===== config.mk =====
export PLATFORM = sky130hd
export DESIGN_NAME = baud_sched_flat
export DESIGN_NICKNAME = d
export VERILOG_FILES = /design/src/rtl/baud_pkg.sv /design/src/rtl/baud_sched_if.sv /design/src/rtl/baud_tick_cnt.sv /design/src/rtl/baud_sched.sv /design/src/flat_wrapper.sv
export SDC_FILE = /design/constraint.sdc
export NUM_CORES = 1
export LEC_CHECK = 0
export BUFFER_PORTS_ARGS = -buffer_cell sky130_fd_sc_hd__buf_2
export CAP_MARGIN = 0
export CORE_UTILIZATION = 60
export CTS_BUF_LIST = sky130_fd_sc_hd__clkbuf_16
export CTS_CLUSTER_DIAMETER = 150
export DETAILED_ROUTE_END_ITERATION = 6
export GPL_ROUTABILITY_DRIVEN = 1
export PLACE_DENSITY = 0.77
export SLEW_MARGIN = 0
export SYNTH_ARGS = -nofsm -noshare
export SYNTH_HDL_FRONTEND = slang
export SYNTH_HIERARCHICAL = 1
export SYNTH_SLANG_ARGS = --single-unit

===== constraint.sdc =====
create_clock -name clk -period 5.5 [get_ports clk]
set_input_delay 1.1 -clock clk [delete_from_list [all_inputs] [get_ports clk]]
set_output_delay 1.1 -clock clk [all_outputs]
set_load 0.02 [all_outputs]

===== src/rtl/baud_pkg.sv =====
// Shared types and default constants for the UART baud scheduler.
package baud_pkg;

    localparam int unsigned DIV_W   = 32;
    localparam int unsigned DEF_DIV = 78;
    localparam int unsigned OVS     = 16;
    localparam int unsigned SUB_W   = $clog2(OVS);

    typedef enum logic [1:0] {
        IDLE = 2'd0,
        RUN  = 2'd1,
        PEND = 2'd2
    } state_t;

endpackage


===== src/rtl/baud_sched_if.sv =====
// Divisor configuration handshake between a host and the baud scheduler.
interface baud_sched_if #(
    parameter int unsigned DIV_W = 32
);

    logic             cfg_valid;
    logic [DIV_W-1:0] cfg_div;
    logic             cfg_ready;

    modport master (
        output cfg_valid,
        output cfg_div,
        input  cfg_ready
    );

    modport slave (
        input  cfg_valid,
        input  cfg_div,
        output cfg_ready
    );

endinterface


===== src/rtl/baud_tick_cnt.sv =====
// Prescale counter: counts 0..div_eff-1 while run is high and flags the wrap cycle.
module baud_tick_cnt #(
    parameter int unsigned DIV_W = 32
) (
    input  logic             clk,
    input  logic             rst_n,
    input  logic             clr,
    input  logic             run,
    input  logic [DIV_W-1:0] div_eff,
    output logic             wrap
);

    logic [DIV_W-1:0] cnt;

    assign wrap = run && (cnt == div_eff - DIV_W'(1));

    always_ff @(posedge clk or negedge rst_n) begin
        if (!rst_n) begin
            cnt <= '0;
        end else if (clr) begin
            cnt <= '0;
        end else if (run) begin
            cnt <= wrap ? '0 : cnt + DIV_W'(1);
        end
    end

endmodule


===== src/rtl/baud_sched.sv =====
// UART baud scheduler: owns the divisor, sequences the prescaler and emits
// registered 16x-oversample and 1x bit-rate tick enables.
module baud_sched
    import baud_pkg::*;
#(
    parameter int unsigned DIV_W   = 32,
    parameter int unsigned DEF_DIV = 78,
    parameter int unsigned OVS     = 16
) (
    input  logic             clk,
    input  logic             rst_n,
    input  logic             en,
    baud_sched_if.slave      cfg,
    output logic             tick_x16,
    output logic             tick_x1,
    output logic             running,
    output logic [DIV_W-1:0] div_q
);

    localparam int unsigned SUB_W = $clog2(OVS);

    state_t           state;
    state_t           state_nx;
    logic [SUB_W-1:0] sub;
    logic [DIV_W-1:0] pend_div;
    logic [DIV_W-1:0] div_eff;
    logic             wrap;
    logic             last;
    logic             hs;
    logic             cnt_run;
    logic             cnt_clr;

    assign div_eff = (div_q == '0) ? DIV_W'(1) : div_q;
    assign hs      = cfg.cfg_valid && cfg.cfg_ready;
    assign cnt_run = (state != IDLE) && en;
    assign cnt_clr = (state == IDLE) || !en;
    // Bit boundary: the prescaler wrap that also wraps the oversample counter.
    assign last    = wrap && (sub == SUB_W'(OVS - 1));

    baud_tick_cnt #(
        .DIV_W (DIV_W)
    ) u_cnt (
        .clk     (clk),
        .rst_n   (rst_n),
        .clr     (cnt_clr),
        .run     (cnt_run),
        .div_eff (div_eff),
        .wrap    (wrap)
    );

    always_comb begin
        state_nx = state;
        case (state)
            IDLE: if (en) state_nx = RUN;
            RUN:  if (!en) state_nx = IDLE; else if (hs) state_nx = PEND;
            PEND: if (!en) state_nx = IDLE; else if (last) state_nx = RUN;
            default: state_nx = IDLE;
        endcase
    end

    always_ff @(posedge clk or negedge rst_n) begin
        if (!rst_n) begin
            state     <= IDLE;
            sub       <= '0;
            pend_div  <= '0;
            div_q     <= DIV_W'(DEF_DIV);
            tick_x16  <= 1'b0;
            tick_x1   <= 1'b0;
            running   <= 1'b0;
            cfg.cfg_ready <= 1'b1;
        end else begin
            state         <= state_nx;
            running       <= (state_nx != IDLE);
            cfg.cfg_ready <= (state_nx != PEND);
            tick_x16      <= wrap;
            tick_x1       <= last;

            if (cnt_clr) begin
                sub <= '0;
            end else if (wrap) begin
                sub <= sub + SUB_W'(1);
            end

            if (state == RUN && en && hs) begin
                pend_div <= cfg.cfg_div;
            end

            // Direct writes happen only when no tick stream is (or stays) active;
            // a stopping PEND flushes its captured divisor rather than dropping it.
            if (hs && (state == IDLE || (state == RUN && !en))) begin
                div_q <= cfg.cfg_div;
            end else if (state == PEND && (!en || last)) begin
                div_q <= pend_div;
            end
        end
    end

endmodule


===== src/flat_wrapper.sv =====
// flat-port wrapper written by rule: the top's interface ports become plain ports
module baud_sched_flat import baud_pkg::*;
#(
    parameter int unsigned DIV_W   = 32,
    parameter int unsigned DEF_DIV = 78,
    parameter int unsigned OVS     = 16
)
  (clk, rst_n, en, tick_x16, tick_x1, running, div_q, cfg_cfg_valid, cfg_cfg_div, cfg_cfg_ready);
  baud_sched_if #(.DIV_W(DIV_W)) cfg_i ();
  input  logic clk;
  input  logic rst_n;
  input  logic en;
  output logic tick_x16;
  output logic tick_x1;
  output logic running;
  output logic [DIV_W-1:0] div_q;
  input wire logic [$bits(cfg_i.cfg_valid)-1:0] cfg_cfg_valid;
  input wire logic [$bits(cfg_i.cfg_div)-1:0] cfg_cfg_div;
  output wire logic [$bits(cfg_i.cfg_ready)-1:0] cfg_cfg_ready;
  assign cfg_i.cfg_valid = cfg_cfg_valid;
  assign cfg_i.cfg_div = cfg_cfg_div;
  assign cfg_cfg_ready = cfg_i.cfg_ready;
  baud_sched #(.DIV_W(DIV_W), .DEF_DIV(DEF_DIV), .OVS(OVS)) u_core (.clk(clk), .rst_n(rst_n), .en(en), .cfg(cfg_i), .tick_x16(tick_x16), .tick_x1(tick_x1), .running(running), .div_q(div_q));
endmodule

**Yosys cells after proc, flatten, opt, wreduce, memory -nomap -nowiden**

Index checks and enable logic that the tools add are counted.

- Logic and storage cells: 51
- Register bits: 106
- Input bits: 36
- Output and inout bits: 36

- Add/sub/neg operators: 3
- Reductions and logical operators: 20
- Eq/ne operators: 5
- Multiplexer cells: 14

Operator list:

| operator | number |
|---|---|
| 32-bit two-way mux | 6 |
| 32-bit by 1-bit adder with 32-bit output (second input constant) | 1 |
| 32-bit == test | 1 |
| 32-bit logical NOT | 1 |
| 32-bit by 1-bit subtractor with 32-bit output (second input constant) | 1 |
| 2-bit two-way mux | 5 |
| 2-bit nonzero test | 5 |
| 1-bit logical AND | 9 |
| 4-bit two-way mux | 2 |
| 2-bit case mux with 3 select lines | 1 |
| 4-bit by 1-bit adder with 4-bit output (second input constant) | 1 |
| 4-bit == test (second input constant) | 1 |
| 1-bit logical OR | 3 |
| 2-bit by 1-bit == test with 1-bit output (second input constant) | 1 |
| 2-bit == test (second input constant) | 1 |
| 2-bit logical NOT | 1 |
| 2-bit inequality test (second input constant) | 1 |
| 1-bit logical NOT | 1 |

**Depth between registers and ports, before layout**

- Depth after elaboration: 10
- Depth in mapped cells: 19
- Gate-level depth less buffers: 18

**By module**

The synthesis kept the hierarchy.

By module, submodules not included:

| module | times used | cells each | seq. area each (µm²) | area an instance (µm²) |
|---|---|---|---|---|
| baud_sched | 1 | 252 | 1858.0 | 3524.6 |
| baud_tick_cnt | 1 | 412 | 800.8 | 3151.8 |

**Worst setup path before layout**

OpenSTA, ideal clock, no wires.

- Path kind: register -> register
- Start: reg u_core.div_q[25]
- End: reg u_core.div_q[10]
- Arrival: 3.897 ns
- Path slack: 1.478 ns
- Stages on the path, launching flop included: 19
- Period minus slack after synthesis: 4.022 ns
- Setup time: 0.125 ns
- Required time: 5.375 ns
- Path buffers: 2
- Cell sequence: dfrtp_1 -> nor4_1 -> nand4_1 -> o21bai_1 -> inv_1 -> ha_1 -> or4b_1 -> buf_2 -> nor3_1 -> o21a_1 -> or4b_2 -> o211ai_1 -> nand4b_4 -> inv_2 -> nand4_1 -> a21oi_1 -> a21oi_2 -> buf_4 -> mux2_2

- Longest elaborated chain between the ends: 9

Ends and longest elaborated chain:

| what | line | source |
|---|---|---|
| start, declared | baud_sched.sv:17 | `output logic [DIV_W-1:0] div_q` |
| start signal, assigned | baud_sched.sv:66 | `div_q <= DIV_W'(DEF_DIV);` |
| start signal, assigned | baud_sched.sv:91 | `div_q <= cfg.cfg_div;` |
| start signal, assigned | baud_sched.sv:93 | `div_q <= pend_div;` |
| 32-bit logical NOT | baud_sched.sv:33 | `assign div_eff = (div_q == '0) ? DIV_W'(1) : div_q;` |
| 32-bit two-way mux | baud_sched.sv:33 |  |
| via u_core.div_eff[0] | baud_sched.sv:26 | `logic [DIV_W-1:0] div_eff;` |
| 32-bit by 1-bit subtractor with 32-bit output | baud_tick_cnt.sv:15 | `assign wrap = run && (cnt == div_eff - DIV_W'(1));` |
| 32-bit == test | baud_tick_cnt.sv:15 |  |
| 1-bit logical AND | baud_tick_cnt.sv:15 |  |
| via u_core.wrap | baud_sched.sv:27 | `logic wrap;` |
| 1-bit logical AND | baud_sched.sv:38 | `assign last = wrap && (sub == SUB_W'(OVS - 1));` |
| 1-bit logical OR | baud_sched.sv:92 | `end else if (state == PEND && (!en \|\| last)) begin` |
| 1-bit logical AND | baud_sched.sv:92 |  |
| 2-bit nonzero test (no source line) | - |  |

The timed path passes the listed nets, and every way through them passes these cells.
A chain may end at the register's enable or synchronous reset.

**Final worst setup path**

- Start: reg u_core.div_q[24]
- End: reg u_core.div_q[15]

Same word-level chain as after synthesis.

==> flow_metrics.tcl <==
set metrics [dict create \
    status "finished clean" \
    critPathMaxFanout 35 \
    ys_seq_area_share_pct 39.8 \
    p_per_area_mw_per_mm2 434 \
    maxCapViolations 0 \
    crit_required_ns 5.73 \
    syn_area_per_cell_sq_um 10.1 \
    nets 732 \
    rsz0062_at_grt "false" \
    synth_seq_cells 106 \
    h-tree-depth 3 \
    report.final.setup_viol 0 \
    worstSkewPairLatency_ns 0.35 \
    whs_endpoint "u_core/pend_div[0]$_DFFE_PN0P_" \
    coreArea_sq_mm 0.0108 \
    gp_congestion 0.881 \
    ff2ff_setup_slack_ns 0.57 \
    rows 38 \
    drive_gt1_share_pct 28.8 \
    synth_edf_count 0 \
    clock-root-buffer "clkbuf_16" \
    die_w_microns 107 \
    synthFlopType "dfrtp_1" \
    yosysMostFrequentCell "dfrtp_1" \
    finalMaxSlewViolations 0 \
    antenna_cells 0 \
    dp.cells 822 \
    finalCriticalPeriod_ns 4.93 \
    wl_per_cell_microns 18.1 \
    initial_core_util_pct 61.6 \
    final_antenna_net_count 0 \
    rr_startpoint "u_core/div_q[24]$_DFFE_PN0P_" \
    tritoncts "yes" \
    ctsLongestPathBuffers 2 \
    grt_overflow 0 \
    cts.repair.resized 0 \
    setup_tns_ns 0 \
    synthArstFlopShare_pct 100 \
    post_cts_buffers 0 \
    crit_arrival_ns 5.17 \
    vias 5182 \
    final_hold_viol_count 0 \
    fin_crit_sh_pct 89.7 \
    endpoint_kind "flop" \
    synth_cell_types 68 \
    worstMarginPinSlew_ns 0.780 \
    grt_pass1_vias 5002 \
    max_freq_ghz 0.203 \
    instances_no_fill 838 \
    syn_area_sq_mm 0.00668 \
    die_h_microns 107 \
    track_usage_pct 28.0 \
    dp_hpwl_microns 10800 \
    hp-class "flop to flop" \
    antenna_found_initial 0 \
    drcViolationCount 0 \
    grt_max_degree 60 \
    dr.pass1.iters 5 \
    die_area_sq_mm 0.0116 \
    maxSlewHeadroom_pct 48.0 \
    finalClockSkew_ns 0.00883 \
    fin_util_pct 66.8 \
    cts_sinks 106 \
    grt_pass1_wl_microns 25000 \
    worstHoldStart "u_core/pend_div[0]$_DFFE_PN0P_" \
    worst_hold_slack_ns 0.489 \
    syn-num-nets 703 \
    worstRegToRegCells 18 \
    synth.largest_area_cell "dfrtp_1" \
    avgViaCountPerCell 6.18 \
    critPathLaunchType "flop" \
    synthTopCellsByCount "dfrtp_1, mux2_2, clkbuf_1" \
    yosysWarnings 6 \
    hold_buffers 0 \
    clk_pin_slew_ns 0.07 \
    whs_path_depth 1 \
    cts-buffers-inserted 9 \
    syn_inst 664 \
    routed_wl_microns 15200 \
    area_delta_synth_final_pct 8.45 \
    io_buffers 71 \
    p_leak_uw 0.00305 \
    yosys-top-cells-area "dfrtp_1, mux2_2, mux2_4, xnor2_1, nand3_1" \
    synth_top_cell_area_share_pct 37.9 \
    ir_drop_uv 370 \
    r2r-end "u_core/div_q[15]$_DFFE_PN0P_" \
    worst-setup-path-type "flop to flop" \
    io-pin-count 72 \
    drtIter0Drc 424 \
]
worst max-delay path, cell delays in order (launching register included):
cell	delay (ns)
dfrtp_1	0.48
nor4_1	0.38
nand4_1	0.17
o21bai_1	0.35
inv_1	0.09
ha_1	0.26
or4b_1	0.36
nor3_1	0.09
o21a_1	0.17
or4b_2	0.61
o211ai_1	0.17
nand4b_4	0.12
buf_4	0.26
inv_2	0.21
nand4_1	0.21
a21oi_1	0.23
a21oi_2	0.04
buf_4	0.26
mux2_2	0.33
per-layer routing:
layer / vias to the layer above / GRT usage, % / part of all wire [%]
met1: 2549 / 38.8 / 46
met5: - / 0 / 0
li1: 2441 / - / -
met2: 167 / 43.7 / 47
met3: 25 / 6.60 / 5.8
met4: 0 / 7.93 / 1.4
cell usage in the layout, fill, tap and decap left out, drive strengths merged, types with 3 or more instances in the layout:
cell,n
dfrtp,101
xnor2,25
nand3,34
and3,4
a31oi,18
nor4,20
xor2,19
clkinv,5
nor3b,6
and2,4
buf,77
o211ai,7
or2,5
nand4,16
ha,3
nand3b,6
inv,17
mux2,96
o21a,3
nor2,40
clkbuf,9
o21ai,10
or4b,5
nand2,35
nor4b,4
nor3,24
nor2b,14
and3b,3
nand2b,18
a21oi,21
mux2i,4
nand4b,7
dfstp,5
or3,4
registers in the layout (all words and copies together) (netlist names):
register / cells
u_core/div_q: 32
u_core/u_cnt/cnt: 32
u_core/sub: 4
u_core/cfg.cfg_ready: 1
u_core/tick_x1: 1
u_core/state: 2
u_core/running: 1
u_core/tick_x16: 1
u_core/pend_div: 32
metrics by stage:
step                setup slack [ns]  area [sq um]  power (uW)
floorplan                       1.48          6680        2250
CTS                            0.579          7240        3150
global route                   0.265          7240        3320
finish                         0.567          7240        3150
detailed placement             0.580          6970        2550
global placement               0.748          6970        2490
report_power, final:
group | total, uW | internal [uW] | switching [uW]
sequential | 1340 | 1010 | 333
clock | 597 | 307 | 291
combinational | 1210 | 601 | 609
logic make-up after synthesis:
logic type	share of synthesized area, %
AND/OR/NAND/NOR	22.3
multiplexers	18.5
adder cells (fa/ha/maj)	0.562
AO/OA/AOI/OAI	7.93
buffers and inverters	5.15
flip-flops	39.8
XOR/XNOR	5.77
cell type report:
class	instances	area (sq um)
Multi-Input combinational cell	484	3680
Fill cell	828	3600
Sequential cell	106	2660
Timing Repair Buffer	77	403
Clock buffer	9	225
Tap cell	140	175
Inverter	15	56.3
Clock inverter	7	46.3
worst max path at each step:
stage,startpoint,to,cells after the start,slack (ns)
2_1_floorplan,u_core/div_q[25]$_DFFE_PN0P_,u_core/div_q[10]$_DFFE_PN0P_,18,1.48
6_report,u_core/div_q[24]$_DFFE_PN0P_,u_core/div_q[15]$_DFFE_PN0P_,18,0.57
3_3_place_gp,u_core/div_q[26]$_DFFE_PN0P_,u_core/div_q[8]$_DFFE_PN0P_,18,0.75
5_1_grt,u_core/div_q[24]$_DFFE_PN0P_,u_core/div_q[13]$_DFFE_PN0P_,18,0.26
3_5_place_dp,u_core/div_q[26]$_DFFE_PN0P_,u_core/div_q[13]$_DFFE_PN0P_,18,0.58
4_1_cts,u_core/div_q[26]$_DFFE_PN0P_,u_core/div_q[13]$_DFFE_PN0P_,18,0.58
Note: power is estimated with default switching activity, not from simulation.
